--- config.mk ---
export PLATFORM = sky130hd
export DESIGN_NAME = collision_handler
export DESIGN_NICKNAME = d
export VERILOG_FILES = /design/src/rtl/collision_handler.sv
export SDC_FILE = /design/constraint.sdc
export NUM_CORES = 1
export LEC_CHECK = 0
export CORE_MARGIN = 3
export CORE_UTILIZATION = 41
export CTS_CLUSTER_SIZE = 20
export DETAILED_ROUTE_END_ITERATION = 16
export GPL_ROUTABILITY_DRIVEN = 0
export HOLD_SLACK_MARGIN = 0.12
export MAX_ROUTING_LAYER = met4
export PLACE_DENSITY_LB_ADDON = 0.25
export REMOVE_ABC_BUFFERS = 1
export SYNTH_ARGS = -nofsm -noshare
export SYNTH_HDL_FRONTEND = slang
export SYNTH_SLANG_ARGS = --single-unit
--- constraint.sdc ---
create_clock -name pclk -period 1.9 [get_ports pclk]
set_clock_uncertainty 0.05 [all_clocks]
set_input_delay 0.38 -clock pclk [delete_from_list [all_inputs] [get_ports pclk]]
set_output_delay 0.38 -clock pclk [all_outputs]
set_load 0.02 [all_outputs]
--- src/rtl/collision_handler.sv ---
// -----------------------------------------------------------------------------
// collision_handler
//
// Purpose:
//   Watches obstacle pixel reports from the obstacle stage and compares them
//   against the player box anchored at the mouse cursor. Records at most one
//   collision per frame, charges one HP at the next frame start, then opens an
//   invulnerability window of INVULN_FRAMES frames. Raises game_over when HP
//   reaches 0. The pixel stream is passed through with one cycle of delay.
//
// Optional feature (macro HIT_FLASH_EN):
//   While invulnerable, the player box blinks in FLASH_COLOR (8 frames on,
//   8 frames off). When undefined, rgb_out is rgb_in delayed one cycle.
//
// Ports:
//   pclk        in   1   pixel clock
//   rst         in   1   asynchronous, active-low reset
//   hcount_in   in  12   current pixel column, aligned with rgb_in
//   vcount_in   in  12   current pixel row, aligned with rgb_in
//   rgb_in      in  12   pixel colour from the upstream stage
//   game_on     in   1   1 = gameplay active, 0 = idle/menu
//   obstacle_x  in  12   column of an obstacle pixel (0,0 = none)
//   obstacle_y  in  12   row of that obstacle pixel
//   mouse_xpos  in  12   player box left edge
//   mouse_ypos  in  12   player box top edge
//   rgb_out     out 12   rgb_in delayed one cycle (optionally tinted)
//   hp          out  4   current HP
//   hit         out  1   one-cycle pulse when damage is applied
//   invuln      out  1   high while the invulnerability window runs
//   game_over   out  1   high once HP has reached 0
// -----------------------------------------------------------------------------
module collision_handler #(
   parameter int          PLAYER_SIZE   = 16,
   parameter int          HP_MAX        = 5,
   parameter int          INVULN_FRAMES = 60,
   parameter logic [11:0] FLASH_COLOR   = 12'hf00
) (
   input  logic        pclk,
   input  logic        rst,
   input  logic [11:0] hcount_in,
   input  logic [11:0] vcount_in,
   input  logic [11:0] rgb_in,
   input  logic        game_on,
   input  logic [11:0] obstacle_x,
   input  logic [11:0] obstacle_y,
   input  logic [11:0] mouse_xpos,
   input  logic [11:0] mouse_ypos,
   output logic [11:0] rgb_out,
   output logic [3:0]  hp,
   output logic        hit,
   output logic        invuln,
   output logic        game_over
);

   typedef enum logic [1:0] {IDLE, ARMED, INVULN, OVER} state_t;

   localparam logic [12:0] BOX_M1 = 13'(PLAYER_SIZE - 1);

   state_t      state, state_nxt;
   logic        hit_flag;
   logic [7:0]  inv_cnt;
   logic        frame_tick;
   logic        coll;
   logic        damage;
   logic        inv_done;
   logic [12:0] box_x_hi, box_y_hi;

   // Upper box bounds are kept at 13 bits so a box near 4095 does not wrap.
   assign box_x_hi   = {1'b0, mouse_xpos} + BOX_M1;
   assign box_y_hi   = {1'b0, mouse_ypos} + BOX_M1;
   assign frame_tick = (hcount_in == 12'd0) && (vcount_in == 12'd0);
   assign coll       = ((obstacle_x | obstacle_y) != 12'd0)
                       && (obstacle_x >= mouse_xpos) && ({1'b0, obstacle_x} <= box_x_hi)
                       && (obstacle_y >= mouse_ypos) && ({1'b0, obstacle_y} <= box_y_hi);

   // Damage is charged at the frame start that follows a colliding frame.
   assign damage   = (state == ARMED) && game_on && frame_tick && hit_flag;
   assign inv_done = (state == INVULN) && frame_tick && (inv_cnt == 8'd1);

   // ---------------- FSM: state register ----------------
   always_ff @(posedge pclk or negedge rst) begin
      if (!rst) state <= IDLE;
      else      state <= state_nxt;
   end

   // ---------------- FSM: next state ----------------
   always_comb begin
      // NOTE: default assignment first so no path through this block infers a latch.
      state_nxt = state;
      if (!game_on) begin
         state_nxt = IDLE;
      end else begin
         unique case (state)
            IDLE:    state_nxt = ARMED;
            ARMED:   if (damage) state_nxt = (hp == 4'd1) ? OVER : INVULN;
            INVULN:  if (inv_done) state_nxt = ARMED;
            OVER:    state_nxt = OVER;
            default: state_nxt = IDLE;
         endcase
      end
   end

   // ---------------- FSM: outputs ----------------
   always_comb begin
      invuln    = (state == INVULN);
      game_over = (state == OVER);
   end

   // ---------------- HP, hit pulse, per-frame flag, window counter ----------------
   // NOTE: sequential state uses non-blocking (<=) so every register samples
   // pre-edge values, independent of statement order.
   always_ff @(posedge pclk or negedge rst) begin
      if (!rst) begin
         hp       <= 4'(HP_MAX);
         hit      <= 1'b0;
         hit_flag <= 1'b0;
         inv_cnt  <= 8'd0;
      end else begin
         hit <= damage;
         if (!game_on) begin
            // Leaving gameplay discards any partial frame and reloads HP.
            hp       <= 4'(HP_MAX);
            hit_flag <= 1'b0;
            inv_cnt  <= 8'd0;
         end else begin
            unique case (state)
               IDLE: begin
                  hp       <= 4'(HP_MAX);
                  hit_flag <= 1'b0;
                  inv_cnt  <= 8'd0;
               end
               ARMED: begin
                  // A collision on the tick itself belongs to the new frame.
                  if (frame_tick) hit_flag <= coll;
                  else            hit_flag <= hit_flag | coll;
                  if (damage) begin
                     hp      <= hp - 4'd1;
                     inv_cnt <= 8'(INVULN_FRAMES);
                  end
               end
               INVULN: begin
                  hit_flag <= 1'b0;
                  if (frame_tick && (inv_cnt != 8'd0)) inv_cnt <= inv_cnt - 8'd1;
               end
               OVER: begin
                  hp       <= 4'd0;
                  hit_flag <= 1'b0;
                  inv_cnt  <= 8'd0;
               end
               default: begin
                  hit_flag <= 1'b0;
                  inv_cnt  <= 8'd0;
               end
            endcase
         end
      end
   end

   // ---------------- Pixel pass-through ----------------
`ifdef HIT_FLASH_EN
   logic [12:0] pix_x_ext, pix_y_ext;
   logic        pix_in_box;
   logic        flash_on;

   // Box test uses the pixel being presented this cycle, not the obstacle report.
   assign pix_x_ext  = {1'b0, hcount_in};
   assign pix_y_ext  = {1'b0, vcount_in};
   assign pix_in_box = (hcount_in >= mouse_xpos) && (pix_x_ext <= box_x_hi)
                       && (vcount_in >= mouse_ypos) && (pix_y_ext <= box_y_hi);
   assign flash_on   = invuln && inv_cnt[3] && pix_in_box;

   always_ff @(posedge pclk or negedge rst) begin
      if (!rst) rgb_out <= 12'd0;
      else      rgb_out <= flash_on ? FLASH_COLOR : rgb_in;
   end
`else
   logic unused_flash_color;
   assign unused_flash_color = ^FLASH_COLOR;

   always_ff @(posedge pclk or negedge rst) begin
      if (!rst) rgb_out <= 12'd0;
      else      rgb_out <= rgb_in;
   end
`endif

endmodule

== Word-level counts from Yosys, hierarchy flattened ==
Cells that the tools add are included.
Storage, ports and cells
  flip-flop bits (word level): 28
  input bits: 87
  output and inout port bits: 19
Operators by class
  bitwise operators: 2
  $lt $le $gt $ge: 4
  reductions and logical operators: 21
  multiplexer cells: 15
  $add $sub $neg: 4
  equal/unequal tests: 9
Operators with widths (count)
  $add A12 B4 Y13 const B: 2
  $le A12 B13 Y1: 2
  $ge A12 B12 Y1: 2
  $logic_not A12 Y1: 2
  $mux W8: 3
  $pmux W8 S3: 1
  $or A12 B12 Y12: 1
  $pmux W4 S3: 1
  $reduce_bool A12 Y1: 1
  $logic_and A1 B1 Y1: 11
  $eq A8 B1 Y1 const B: 1
  $mux W4: 2
  $pmux W2 S4: 1
  $reduce_bool A8 Y1: 1
  $sub A8 B1 Y8 const B: 1
  $mux W2: 3
  $ne A3 B2 Y1 const B: 2
  $reduce_and A2 Y1: 3
  $eq A2 B2 Y1 const B: 2
  $eq A4 B1 Y1 const B: 1
  $ne A4 B1 Y1 const B: 1
  $sub A4 B1 Y4 const B: 1
  $mux W1: 3
  $ne A3 B3 Y1 const B: 1
  other kinds (6): 6

== Longest topological paths before layout ==
Gate-level depths: netlist of run 1.
  word-level depth: 10
  mapped depth: 12
  depth with buffers taken out: 12

== Least setup slack after synthesis of run 1 ==
Ideal clock, no wire load.
  path type: input-to-reg
  start: in mouse_ypos[1]
  end: reg hit_flag
  path slack: -0.405 ns
  path buffers: 0
  data arrival time: 2.154 ns
  required time: 1.749 ns
  stages on the path: 10
  cell sequence: nor4_1 nor4_1 and3_1 xnor2_1 ha_1 nand3_1 nor2_1 a32o_1 a31oi_1 o32ai_1
Between the ends
  word-level cells in the longest chain between the ends: 7
  elaborated cells between the ends (all ways): 9
  classes of those cells: add/sub (1); order compare (2); mux (3); bitwise (1); reduce/logical (2)
RTL lines
  start, declared: line 47  | input logic [11:0] mouse_ypos,
  $add A12 B4 Y13 / $ge A12 B12 Y1 (equally long branches): line 70, 74
  $le A12 B13 Y1 / $logic_and A1 B1 Y1 (equally long branches): line 74  | && (obstacle_y >= mouse_ypos) && ({1'b0, obstacle_y} <= box_y_hi);
  $logic_and A1 B1 Y1 *: line 74
  $or A1 B1 Y1: line 135  | else hit_flag <= hit_flag | coll;
  $mux W1 *: line 134  | if (frame_tick) hit_flag <= coll;
  $pmux W1 S2 *: line 126  | unique case (state)
  $mux W1 *: line 120  | if (!game_on) begin
  end signal, assigned: line 134
  end signal, assigned: line 135
  end, declared: line 60  | logic hit_flag;
Mark *: on every way between the ends. The rest lies on a longest branch, timed or not.
A chain may end at the register's enable or synchronous reset.

== Worst setup path in the final report of run 1 ==
Same ends and word-level chain as after synthesis.

==> run metrics, run 1 <==
status complete, but fails checks; failing checks setup timing; Cell Area, Synth 0.00291 sq mm; Netlist cell types 52; mux contribution to synthesized area 1.76%; PD cells 579 mW/mm^2; CTS Sinks 28; Overall Global Routing Usage 25.1%; Compound-Gate Fraction of Synth Area 16.7%; Slew Limit Headroom 72.2%; CTS clk-pin slew, worst paths 0.09 ns; DP Wirelength 7.54 mm; adder-cell share of the synthesized area 25.4%; Area contributors post-synth ha_1, dfrtp_1, xnor2_1; most common flop cell mapped by yosys dfrtp_1; Fin Setup TNS -0.343 ns; antenna violations before repair 0; Synth area leader ha_1; worst vdd ir 0.417 mV; count leader, synth ha_1; arrival time worst endpoint 2.38 ns; n_diodes 0; DRC 0; FF-to-FF setup slack 0.09 ns; Setup CP Type input pin to flop; most frequent cells after synthesis ha_1, inv_1, dfrtp_1; Layout Utilization 76.5%; synthesized instance count 333; Post-synth EDFFs 0; worst skew pair latency 0.27 ns; pin count of the biggest net entering global routing 29; pre-CTS setup slack -1.24 ns; post-synthesis xor/xnor area fraction 6.32%; switching share of power 39.7%; buffers added on ports 105; initial detailed-routing violation count 152; sequential element share of the synthesized area 24.2%; CTS root buf clkbuf_8; die height 90.3 um; power share of the combinational group 61.6%; vias in the first global route 3649; final-stage net count 693; drt first pass iters 5; Hold Violations, Final 0; internal power 1.83 mW; Tightest Pin Transition 0.413 ns; Avg Inst Size Synth 8.74 sq um; FP Rows 30; GR Overflow Total 0; htree depth 1; Hold WC Path Type input pin to async pin; Seq pwr share 26.5%; power share of the clock group 11.9%; vias per cell 5.32; asr flop ratio synth 100%; Period minus WS final 2.24 ns; first-pass GRT wire length 16.9 mm; Synth-to-Final Area Change 79.5%; CORE AREA 0.00683 sq mm; combinational family with the most area after synthesis adder cells; type of origin of the critical path input pin; die span in x 90.3 um; Pleak 2.44 nW; Synth warnings 0; Placed Area 0.00474 sq mm; Hold Slack 0.439 ns; initial cell density of the core 42.6%; drt wl/cell 16.0 um; Critical Path RT 2.03 ns; antenna-violating nets left 0; TritonCTS Buffers 3; CTS Buffer Depth 2; DRT Wirelength 10.2 mm; Synth Area in Simple Gates 20.7%; final worst setup slack -0.343 ns; CP Capture Type flop; post-route cell area 0.00522 sq mm; Max Fclk 0.446 GHz; fin crit share 118%; RSZ-0062 raised after global routing true; detailed-route via count 3417; Final Slew Violations 0; Sw Pwr 1.20 mW; synthesis-stage register bit count 28; final setup vio count 1; fillers 485; die area 0.00815 sq mm; share of layout cells above drive strength 1 39.0%; Max-cap violations 0; Max FO, Critical Path 3; Ports 106; CTS tree built; Synth top area share 25.4%
[power by group through the flow]
stage          combinational, mW  sequential [mW]  clock [mW]
3_5_place_dp                1.62            0.795           0
4_1_cts                     1.69            0.786       0.376
2_1_floorplan              0.798            0.815           0
6_report                    1.87            0.801       0.360
3_3_place_gp                1.57            0.786           0
5_1_grt                     2.04            0.814       0.388
[final timing paths]
path | depth (start not counted) | end | startpoint
worst max register to register | 7 | inv_cnt[0] | inv_cnt[6]
worst min-delay path | 2 | rgb_out[2] | rst
max in group asynchronous | 2 | hp[2] | rst
worst min register to register | 2 | inv_cnt[1] | inv_cnt[1]
worst max-delay path | 13 | hit_flag | mouse_ypos[1]
min in group pclk | 1 | rgb_out[4] | rgb_in[4]
[metal layers]
metal / routed length (um) / vias up / GRT usage [%]
met5: 0 / - / -
met4: 186 / 0 / 5.10
met3: 487 / 18 / 4.00
met2: 5390 / 133 / 44.4
met1: 4180 / 1612 / 30.4
li1: - / 1654 / -
[metrics by stage]
stage | power [mW] | std cells
global route | 3.25 | 642
floorplan | 1.61 | 331
finish | 3.03 | 642
CTS | 2.85 | 636
detailed placement | 2.42 | 621
global placement | 2.35 | 621
[cells by family (layout without fill, tap and decap cells)]
group | Yosys count | count (layout)
buf+inv | 39 | 252
xor+xnor | 21 | 21
simple gates | 110 | 110
fa+ha+maj | 59 | 59
flops | 28 | 28
compound gates | 71 | 71
mux | 5 | 5
[timing repair]
action | CTS | global route
endpoints found under the setup margin | 19 | 8
buffers inserted | 12 | 6
gates resized for setup | 211 | 33
hold buffers | 0 | 0
endpoints found under the hold margin | 0 | 0
pin swaps | 54 | 33
[worst max-delay path: stages]
cell	delay, ns
buf_2	0.13
inv_2	0.09
ha_4	0.14
and3_4	0.21
nor2_4	0.04
buf_6	0.12
xnor2_2	0.12
ha_1	0.33
a21oi_1	0.19
o21ai_1	0.14
nand2b_1	0.12
a31oi_2	0.11
o32ai_2	0.25
[registers in the layout, summed over array words and instances (netlist names)]
register,count
hp,4
state,2
rgb_out,12
inv_cnt,8
hit,1
hit_flag,1
[final cells by class]
type | count | area [sq um] | area share, %
repair buffers | 211 | 1780 | 34.0
clock buffers | 4 | 55.1 | 1.05
well taps | 96 | 120 | 2.30
inverters | 37 | 141 | 2.71
flip-flops and latches | 28 | 704 | 13.5
multi-input cells | 266 | 2420 | 46.4
[layout by cell type, fill, tap and decap left out, types with 3 or more instances in the layout]
| cell | Yosys | final |
|---|---|---|
| a21o_1 | 7 | 7 |
| a21oi_1 | 17 | 13 |
| a21oi_2 | 0 | 3 |
| a31oi_1 | 5 | 4 |
| buf_2 | 0 | 16 |
| buf_4 | 0 | 102 |
| buf_6 | 0 | 12 |
| clkbuf_8 | 0 | 4 |
| clkdlybuf4s15_1 | 0 | 5 |
| clkdlybuf4s15_2 | 0 | 4 |
| clkdlybuf4s50_1 | 0 | 55 |
| dfrtp_1 | 26 | 25 |
| dlygate4sd2_1 | 0 | 15 |
| ha_1 | 59 | 55 |
| ha_4 | 0 | 3 |
| inv_1 | 37 | 25 |
| inv_2 | 0 | 11 |
| mux2i_1 | 4 | 4 |
| nand2_1 | 23 | 21 |
| nand3_1 | 13 | 9 |
| nand3_2 | 0 | 4 |
| nand4_1 | 7 | 7 |
| nor2_1 | 24 | 17 |
| nor2_2 | 0 | 5 |
| nor3_1 | 9 | 4 |
| nor3_4 | 1 | 4 |
| nor4_1 | 13 | 7 |
| nor4_4 | 1 | 8 |
| o211ai_1 | 5 | 5 |
| o21ai_0 | 15 | 7 |
| o21ai_1 | 0 | 6 |
| xnor2_1 | 20 | 18 |
Power figures use the tool's default switching activity.
==> inputs of run 2 (changes only) <==
--- a/config.mk
+++ b/config.mk
@@ -6,11 +6,10 @@
 export NUM_CORES = 1
 export LEC_CHECK = 0
 export CORE_MARGIN = 3
-export CORE_UTILIZATION = 41
+export CORE_UTILIZATION = 49
 export CTS_CLUSTER_SIZE = 20
 export DETAILED_ROUTE_END_ITERATION = 16
 export GPL_ROUTABILITY_DRIVEN = 0
-export HOLD_SLACK_MARGIN = 0.12
 export MAX_ROUTING_LAYER = met4
 export PLACE_DENSITY_LB_ADDON = 0.25
 export REMOVE_ABC_BUFFERS = 1
==> constraint.sdc (replaced) <==
create_clock -name pclk -period 2.8 [get_ports pclk]
set_clock_uncertainty 0.05 [all_clocks]
set_input_delay 0.56 -clock pclk [delete_from_list [all_inputs] [get_ports pclk]]
set_output_delay 0.56 -clock pclk [all_outputs]
set_load 0.02 [all_outputs]
==> run metrics, run 2 (synthesis gave the netlist of run 1 again) <==
Fin Setup TNS 0 ns; arrival time worst endpoint 2.84 ns; n_diodes 0; Final Non-Filler Cells 563; reg2reg path depth 7; initial cell density of the core 51.6%; CTS tree built; top flop regs rgb_out x12, inv_cnt x8, hp x4; initial detailed-routing violation count 118; die height 83.1 um; worst skew pair latency 0.28 ns; antenna-violating nets left 0; PD cells 402 mW/mm^2; Hold WC Path Type flop to flop; Slew Limit Headroom 68.6%; internal power 1.16 mW; GR Overflow Total 0; CTS Buffer Depth 2; Pleak 2.17 nW; htree depth 1; DRC 0; drt wl/cell 15.8 um; most frequent cells in the layout clkdlybuf4s50_1, ha_1, buf_4, inv_1, dfrtp_1; Sw Pwr 0.703 mW; TritonCTS Buffers 3; CTS root buf clkbuf_8; fin crit share 97.6%; hold buffer count at CTS 0; DRT Wirelength 8.89 mm; switching share of power 37.7%; Overall Global Routing Usage 24.9%; detailed-route via count 3122; first-pass GRT wire length 14.2 mm; DP Wirelength 7.11 mm; antenna violations before repair 0; power share of the clock group 16.8%; CORE AREA 0.00564 sq mm; die span in x 83.1 um; buffers added on ports 105; die area 0.00690 sq mm; Biggest register rgb_out; Hold Violations, Final 0; type of origin of the critical path input pin; CTS Sinks 28; vias per cell 5.55; Synth-to-Final Area Change 59.5%; final-stage net count 638; Tightest Pin Transition 0.466 ns; power share of the combinational group 54.3%; final setup vio count 0; Power Total 1.87 mW; worst vdd ir 0.308 mV; hold path cells 2; commonest non-fill, non-tap cell in the layout clkdlybuf4s50_1; Period minus WS final 2.73 ns; Final Slew Violations 0; Seq pwr share 28.9%; Setup CP Type input pin to flop; drt first pass iters 4; vias in the first global route 3155; FP Rows 27; status finished, final reports clean; Max Fclk 0.366 GHz; Largest register FFs 12; CP Capture Type flop; CTS clk-pin slew, worst paths 0.10 ns; Max-cap violations 0; pin count of the biggest net entering global routing 29; share of layout cells above drive strength 1 19.1%; Critical Path RT 2.91 ns; Ports 106; Post-Place Cells 555; Max FO, Critical Path 4
-- run 2: per-layer routing --
layer  track usage [%]  routed length (um)  vias up
met5                 -                   0        -
met4              4.75                  78        0
met3              5.46                 442       12
met2              43.2                4670      102
met1              30.0                3700     1458
li1                  -                   -     1550
-- run 2: critical path, cell delays in order --
cell and delay, ns:
clkdlybuf4s50_1 0.49, inv_1 0.10, a21o_1 0.23, nor2_2 0.11, xnor2_1 0.09, ha_1 0.37, nand3_2 0.12, o211ai_1 0.23
a31oi_1 0.09, a221oi_2 0.31, o32ai_2 0.14
-- run 2: stage by stage --
step | area [sq um] | util (%) | hold slack, ns | setup slack, ns
finish | 4640 | 82.3 | 0.487 | 0.0658
detailed placement | 4400 | 77.9 | 0.467 | -0.527
CTS | 4510 | 80.0 | 0.490 | 0.00734
global route | 4640 | 82.3 | 0.510 | -0.0289
global placement | 4400 | 77.9 | 0.432 | -0.385
floorplan | 2900 | - | 0.214 | 0.315
-- run 2: area by class of cell --
type	count	area (sq um)
clock inverters	1	30.0
clock buffers	3	41.3
flip-flops and latches	28	703
repair buffers	156	1450
multi-input cells	266	2190
fillers	355	998
inverters	37	139
well taps	72	90.1
-- run 2: path summary, 6_finish.rpt --
| kind | startpoint | end | slack (ns) |
|---|---|---|---|
| hold reg to reg | inv_cnt[1] | inv_cnt[1] | 0.49 |
| setup / recovery | mouse_xpos[4] | hit_flag | 0.07 |
| max in group asynchronous | rst | hp[0] | 1.79 |
| hold / removal | inv_cnt[1] | inv_cnt[1] | 0.49 |
| min in group asynchronous | rst | inv_cnt[0] | 0.61 |
| setup reg to reg | state[1] | inv_cnt[4] | 0.60 |
-- run 2: repair_timing --
item	4_1_cts	5_1_grt
setup buffers	0	4
endpoints found under the setup margin	1	1
pin swaps	7	19
gates resized for setup	13	28
-- run 2: power groups by stage --
stage               Combinational (mW)  Clock (mW)  Sequential, mW
global route                      1.12       0.341           0.549
global placement                 0.927           0           0.540
floorplan                        0.542           0           0.553
finish                            1.01       0.313           0.540
CTS                              0.984       0.320           0.537
detailed placement               0.967           0           0.543
